## config.mk

```make
export PLATFORM = sky130hd
export DESIGN_NAME = branch_addr_stack_ctrl
export DESIGN_NICKNAME = d
export VERILOG_FILES = /design/src/rtl/branch_addr_stack_ctrl.sv
export SDC_FILE = /design/constraint.sdc
export NUM_CORES = 1
export LEC_CHECK = 0
export CORE_UTILIZATION = 35
export CTS_BUF_LIST = sky130_fd_sc_hd__clkbuf_2
export DETAILED_ROUTE_END_ITERATION = 6
export DONT_BUFFER_PORTS = 1
export GPL_TIMING_DRIVEN = 0
export PLACE_DENSITY = 0.56
export SLEW_MARGIN = 20
export SYNTH_ARGS = -nofsm -noshare
export SYNTH_HDL_FRONTEND = slang
export SYNTH_SLANG_ARGS = --single-unit
```

## constraint.sdc

```tcl
create_clock -name Clock -period 2.3 [get_ports Clock]
set_input_delay 0.46 -clock Clock [delete_from_list [all_inputs] [get_ports Clock]]
set_output_delay 0.46 -clock Clock [all_outputs]
set_load 0.05 [all_outputs]
```

## src/rtl/branch_addr_stack_ctrl.sv

```systemverilog
// Control sequencer for a LIFO bank of tri-stated branch/return-address
// registers sharing one address bus: write enables, chip-selects, clear.
module branch_addr_stack_ctrl #(
    parameter int DEPTH    = 8,
    parameter int PTR_BITS = 3,
    parameter int CNT_BITS = 4
) (
    input  logic                Clock,
    input  logic                Reset,
    input  logic                Tick,
    input  logic                push_req,
    input  logic                pop_req,
    input  logic                flush,
    output logic [DEPTH-1:0]    reg_we,
    output logic [DEPTH-1:0]    reg_cs,
    output logic                reg_clr,
    output logic                push_ack,
    output logic                pop_ack,
    output logic [CNT_BITS-1:0] depth,
    output logic                empty,
    output logic                full,
    output logic                overflow,
    output logic                underflow
);

    typedef enum logic [1:0] {
        IDLE,
        WRITE,
        READ,
        CLEAR
    } state_t;

    state_t              state_q, state_d;
    logic [CNT_BITS-1:0] depth_q, depth_d;
    logic [DEPTH-1:0]    we_q, we_d;
    logic [DEPTH-1:0]    cs_q, cs_d;
    logic                pa_q, pa_d;
    logic                pp_q, pp_d;
    logic                clr_q, clr_d;
    logic                ovf_q, ovf_d;
    logic                unf_q, unf_d;
    logic [PTR_BITS-1:0] wr_idx;
    logic [PTR_BITS-1:0] top_idx;

    assign wr_idx  = PTR_BITS'(depth_q);
    assign top_idx = PTR_BITS'(depth_q - CNT_BITS'(1));

    assign empty = (depth_q == '0);
    assign full  = (depth_q == CNT_BITS'(DEPTH));

    // Every control output is decided one step ahead and registered.
    always_comb begin
        state_d = state_q;
        depth_d = depth_q;
        we_d    = '0;
        cs_d    = '1;
        pa_d    = 1'b0;
        pp_d    = 1'b0;
        clr_d   = 1'b0;
        ovf_d   = ovf_q;
        unf_d   = unf_q;
        unique case (state_q)
            IDLE: begin
                if (flush) begin
                    state_d = CLEAR;
                    clr_d   = 1'b1;
                end else if (push_req && !full) begin
                    state_d      = WRITE;
                    we_d[wr_idx] = 1'b1;
                    pa_d         = 1'b1;
                end else if (pop_req && !empty) begin
                    state_d       = READ;
                    cs_d[top_idx] = 1'b0;
                    pp_d          = 1'b1;
                end
                if (push_req && full)
                    ovf_d = 1'b1;
                if (pop_req && empty)
                    unf_d = 1'b1;
            end
            WRITE: begin
                depth_d = depth_q + CNT_BITS'(1);
                state_d = IDLE;
            end
            READ: begin
                depth_d = depth_q - CNT_BITS'(1);
                state_d = IDLE;
            end
            CLEAR: begin
                depth_d = '0;
                ovf_d   = 1'b0;
                unf_d   = 1'b0;
                state_d = IDLE;
            end
        endcase
    end

    always_ff @(posedge Clock or posedge Reset) begin
        if (Reset) begin
            state_q <= IDLE;
            depth_q <= '0;
            we_q    <= '0;
            cs_q    <= '1;
            pa_q    <= 1'b0;
            pp_q    <= 1'b0;
            clr_q   <= 1'b0;
            ovf_q   <= 1'b0;
            unf_q   <= 1'b0;
        end else if (Tick) begin
            state_q <= state_d;
            depth_q <= depth_d;
            we_q    <= we_d;
            cs_q    <= cs_d;
            pa_q    <= pa_d;
            pp_q    <= pp_d;
            clr_q   <= clr_d;
            ovf_q   <= ovf_d;
            unf_q   <= unf_d;
        end
    end

    assign reg_we    = we_q;
    assign reg_cs    = cs_q;
    assign reg_clr   = Reset | clr_q;
    assign push_ack  = pa_q;
    assign pop_ack   = pp_q;
    assign depth     = depth_q;
    assign overflow  = ovf_q;
    assign underflow = unf_q;

endmodule
```

# Word level (Yosys, flattened, before mapping)
# Cells that the tools add are included.
# classes
addsub,2
mul,0
div,0
n_lt_le_gt_ge,4
n_eq_ne,7
shifts,0
muxes,29
n_bitwise,2
n_reduce_logical,17
# ops
op,n
8-bit two-way mux,7
1-bit two-way mux,13
4-bit one-hot mux with 3 select lines,1
3-bit by 4-bit < comparator with 1-bit output (second input constant),2
8-bit inverter,1
1-bit demux with 3-bit select,2
3-bit by 1-bit >= comparator with 1-bit output (second input constant),2
1-bit logical AND,6
2-bit two-way mux,3
3-bit AND reduction,2
4-bit by 1-bit adder with 4-bit output (second input constant),1
2-bit == test (second input constant),2
4-bit == test (second input constant),1
4-bit logical NOT,1
2-bit != test (second input constant),2
4-bit != test (second input constant),1
1-bit one-hot mux with 2 select lines,2
2-bit one-hot mux with 2 select lines,1
2-bit AND reduction,2
4-bit by 1-bit subtractor with 4-bit output (second input constant),1
3-bit nonzero test,1
3-bit OR reduction,1
2-bit by 1-bit == test with 1-bit output (second input constant),1
1-bit logical NOT,2
other kinds (3),3
# totals
regBits,27
latchBits,0
ramBits,0
rom_bits,0
output_inout_bits,27
word_cells,70
mem_count,0

# Longest topological paths before layout
# logic_depth
depth_word,10
depth_mapped,7

# Least setup slack after synthesis
# OpenSTA, ideal clock, no wires.
# synth_timing
path_kind,reg2reg
start,register depth_q[0] (netlist: depth[0])
end,register cs_q[0] (netlist: reg_cs[0])
setup_ps,83
t_arrival_ps,2328
required_ps,2217
path_slack_ps,-112
stages_incl_launch_ff,8
path_buffers,1
synth_period_minus_slack_ps,2412
cell_sequence,dfrtp_1 clkbuf_1 inv_1 ha_1 nand3b_1 inv_1 o211a_1 a41oi_1
# synth_between
word_cells_on_any_way,17
cone_classes,add/sub: 1; order compare: 2; eq/ne: 1; mux: 6; bitwise: 1; reduce/logical: 6
# synth_lines
element,line_no,source
"start, declared",34,"logic [CNT_BITS-1:0] depth_q, depth_d;"
"start signal, assigned",111,depth_q <= depth_d;
4-bit == test,49,assign full = (depth_q == CNT_BITS'(DEPTH));
net full,21,"output logic full,"
1-bit logical NOT,67,end else if (push_req && !full) begin
1-bit logical AND,67,
8-bit two-way mux,67,
8-bit two-way mux,64,if (flush) begin
8-bit two-way mux,62,unique case (state_q)
"end signal, assigned",113,cs_q <= cs_d;
"end, declared",36,"logic [DEPTH-1:0] cs_q, cs_d;"
# The timed path passes the listed nets, and every way through them passes these cells.
# A chain may end at the register's enable or synchronous reset.

# Final worst setup path
# layout_timing
start,register depth_q[0] (netlist: depth[0])
end,output empty
# layout_between
elab_chain_cells,1
# layout_rtl
element,line_no,source
4-bit logical NOT,48,assign empty = (depth_q == '0);
"end, declared",20,"output logic empty,"
# Every way passes these cells.

==> impl_metrics.toml <==
[detailed_routing]
drtAntennaViolNets = 0
drt-total-wl_um = 3320
via_per_inst = 5.63
drt-initial-drc-count = 60
first_pass_iters = 4
drc = 0
vias = 1064
avgRoutedWirePerCell_um = 17.6

[timing]
final-max-slew-violation-count = 0
period_share_pct = 105
hold_violations = 19
period_needed_ns = 2.42
fmax_ghz = 0.413
worst_slew_pin_slew_ns = 0.565
fin_skew_ns = 0.0108
layout_setup_ws_ns = -0.119
rsz0062_at_grt = "true"
hold_ws_ns = -0.0299
setup_violations = 2
slew_headroom_pct = 62.2

[worst_setup_path]
crit_path_end_kind = "output pin"
path_buf_inv = 3
slowest_delay_ns = 0.65
path_cells = "buf_8, inv_4, ha_4, or3b_4, clkinvlp_4"
crit_path_max_fanout = 6
crit_slowest_cell = "dfrtp_4"
arrival_ns = 1.96
cp_top_family = "flip-flops"
crit_type = "register to output pin"
r2r_setup_slack_ns = 0.08
critPathRequiredTime_ns = 1.84
crit_path_start_kind = "register"

[clock_network]
path_clk_slew_ns = 0.28
htreeDepth = 1
clk_latency_ns = 0.36
cts_tree = "built"
numCtsBuffers = 3
cts_buffer_depth = 2
cts_sinks = 27
cts_root_buf = "clkbuf_2"

[run_status]
violations = "negative hold slack, negative setup slack"
status = "finished, violations left"

[global_route]
grt_pass1_vias = 1120
grt_max_degree = 29
grt_pass1_wl_um = 5490
gr-total-overflow = 0
track_usage_pct = 17.3
antenna_found_initial = 0

[pwr]
ir_worst_vdd_uv = 490
leakage_nw = 0.601
p_per_area_nw_per_um2 = 1180

[flow_run]
drv_cap = 0

[cells_and_area]
fin_util_pct = 43.4
design_area_sq_um = 1510
drive_gt1_share_pct = 24.5
fin_nets = 152
areaGrowthSynthToFinish_pct = 13.9
stdcell_count = 189
diodes = 0
fillers = 352

[floorplanning]
coreArea_sq_um = 3470
rows = 21
ios = 33
die_h_um = 63.4
initial_core_util_pct = 38.1
fp.dieW_um = 63.4
die-area_sq_um = 4020

[place]
dpl_worst_slack_ns = -0.312
gp_congestion = 0.843
port-buffer-count = 0
dpl.hpwl_um = 2240
place_inst = 178
dpl-instance-area_sq_um = 1380

[synthesis]
synthDistinctLibCells = 40
yosys.area_share.simple_pct = 13.6
yosysSeqAreaShare_pct = 51.9
synth_edf_count = 0
async_flop_share_pct = 100
synth_nets = 140
ys_warn_count = 0
synth-compound-area-share_pct = 21.5
synth_area_sq_um = 1320
syn_avg_cell_area_sq_um = 10.0
synthCells = 132
synth.area.mux_share_pct = 1.52
synthAdderAreaFrac_pct = 1.89
synth_xor_area_share_pct = 1.99
ys_seq_elements = 27
synth_top_family_by_area = "compound AO/OA/AOI/OAI gates"
synth_ff_type = "dfrtp_1"

[hold_path]
min_path_type = "primary input to asynchronous set/reset pin"
final timing paths:
kind / start / endpoint / cells past startpoint
min in group Clock: push_req / reg_we[0] / 2
min reg2reg: clr_q / clr_q / 2
max: depth[0] / empty / 5
min: Reset / reg_we[5] / 1
max reg2reg: depth[0] / reg_cs[0] / 8
max in group asynchronous: Reset / depth[0] / 1
area by class of cell:
cell class / instances / area, sq um / share of cell area [%]
repair buffers: 7 / 47.5 / 3.16
clock inverters: 1 / 7.51 / 0.499
clock buffers: 3 / 15.0 / 0.998
plain buffers: 8 / 51.3 / 3.41
multi-input cells: 81 / 563 / 37.4
well taps: 46 / 57.6 / 3.82
inverters: 16 / 70.1 / 4.66
flip-flops and latches: 27 / 693 / 46.1
synthesized netlist by cell type (2+ instances only):
cell	instances	area, sq um
nand2_1	8	30.0
o32ai_1	4	35.0
xnor2_1	2	17.5
o31ai_1	2	15.0
o21ai_0	8	40.0
clkbuf_1	4	15.0
a31oi_1	7	43.8
ha_1	2	25.0
inv_1	16	60.1
nor2_1	11	41.3
dfrtp_1	19	475
a41oi_1	4	35.0
dfstp_2	8	210
o2bb2ai_1	5	43.8
nand4_1	2	12.5
nand2b_1	2	12.5
mux2i_1	2	20.0
a21oi_1	3	15.0
nand3b_1	2	15.0
cell usage in the layout (no fill, tap or decap), types with 2 or more instances in the layout:
cell         n
nor2_1      11
buf_4        5
nand2_1      8
nand2b_1     2
a21oi_1      3
xnor2_1      2
clkbuf_1     3
a41oi_1      4
nand3b_1     2
clkbuf_2     5
inv_1       11
inv_2        2
buf_2        2
dfstp_2      8
clkinvlp_4   3
dfrtp_4      2
o31ai_1      2
a31oi_1      7
nand4_1      2
o21ai_0      8
o32ai_1      4
dfrtp_1     17
mux2i_1      2
o2bb2ai_1    5
sequential cells by signal (all words and copies together), names as in the netlist:
register   cells
clr_q          1
depth          4
overflow       1
pop_ack        1
push_ack       1
reg_cs         8
reg_we         8
state_q        2
underflow      1
power breakdown:
part           switching (mW)  total (mW)  internal (mW)
registers               0.301       0.861          0.560
clock network           0.151       0.191         0.0403
logic                   0.436       0.727          0.291
worst reg2reg max path, cell delays in order, from the launching register on:
cell and delay (ns):
dfrtp_4 0.62, buf_8 0.14, inv_4 0.03, ha_4 0.14, buf_4 0.15, nand3b_1 0.16, clkinvlp_4 0.33, o211a_4 0.37
a41oi_1 0.21
repair_timing:
item                       in CTS  in global routing
pin swaps                       0                  2
setup endpoints to repair      14                 10
buffers inserted                5                  2
gates resized for setup        13                  4
hold buffers                    0                  0
metal layers:
layer  up-vias  part of all wire, %  global-route usage [%]
met5         -                    0                       0
met4         0                 0.39                    3.41
met3         2                  8.3                    4.17
met2        38                   44                    26.7
met1       525                   47                    24.5
li1        499                    -                       -
per-stage QoR:
step | power [mW] | TNS, ns | hold slack [ns]
after global placement | 1.39 | -2.08 | 0.533
final | 1.78 | -0.222 | -0.0299
after CTS | 1.73 | -0.301 | 0.213
after global routing | 1.88 | -0.365 | 0.0125
after floorplan | 1.27 | 0 | 0.514
after detailed placement | 1.41 | -2.04 | 0.541
logic make-up after synthesis:
| logic type | Yosys count |
|---|---|
| xor gates and xnor gates | 3 |
| and+or+nand+nor | 34 |
| buffers and inverters | 24 |
| muxes | 2 |
| DFF | 27 |
| adders and majority gates | 2 |
| AOI/OAI and AO/OA | 40 |
Note: power is estimated with default switching activity, not from simulation.
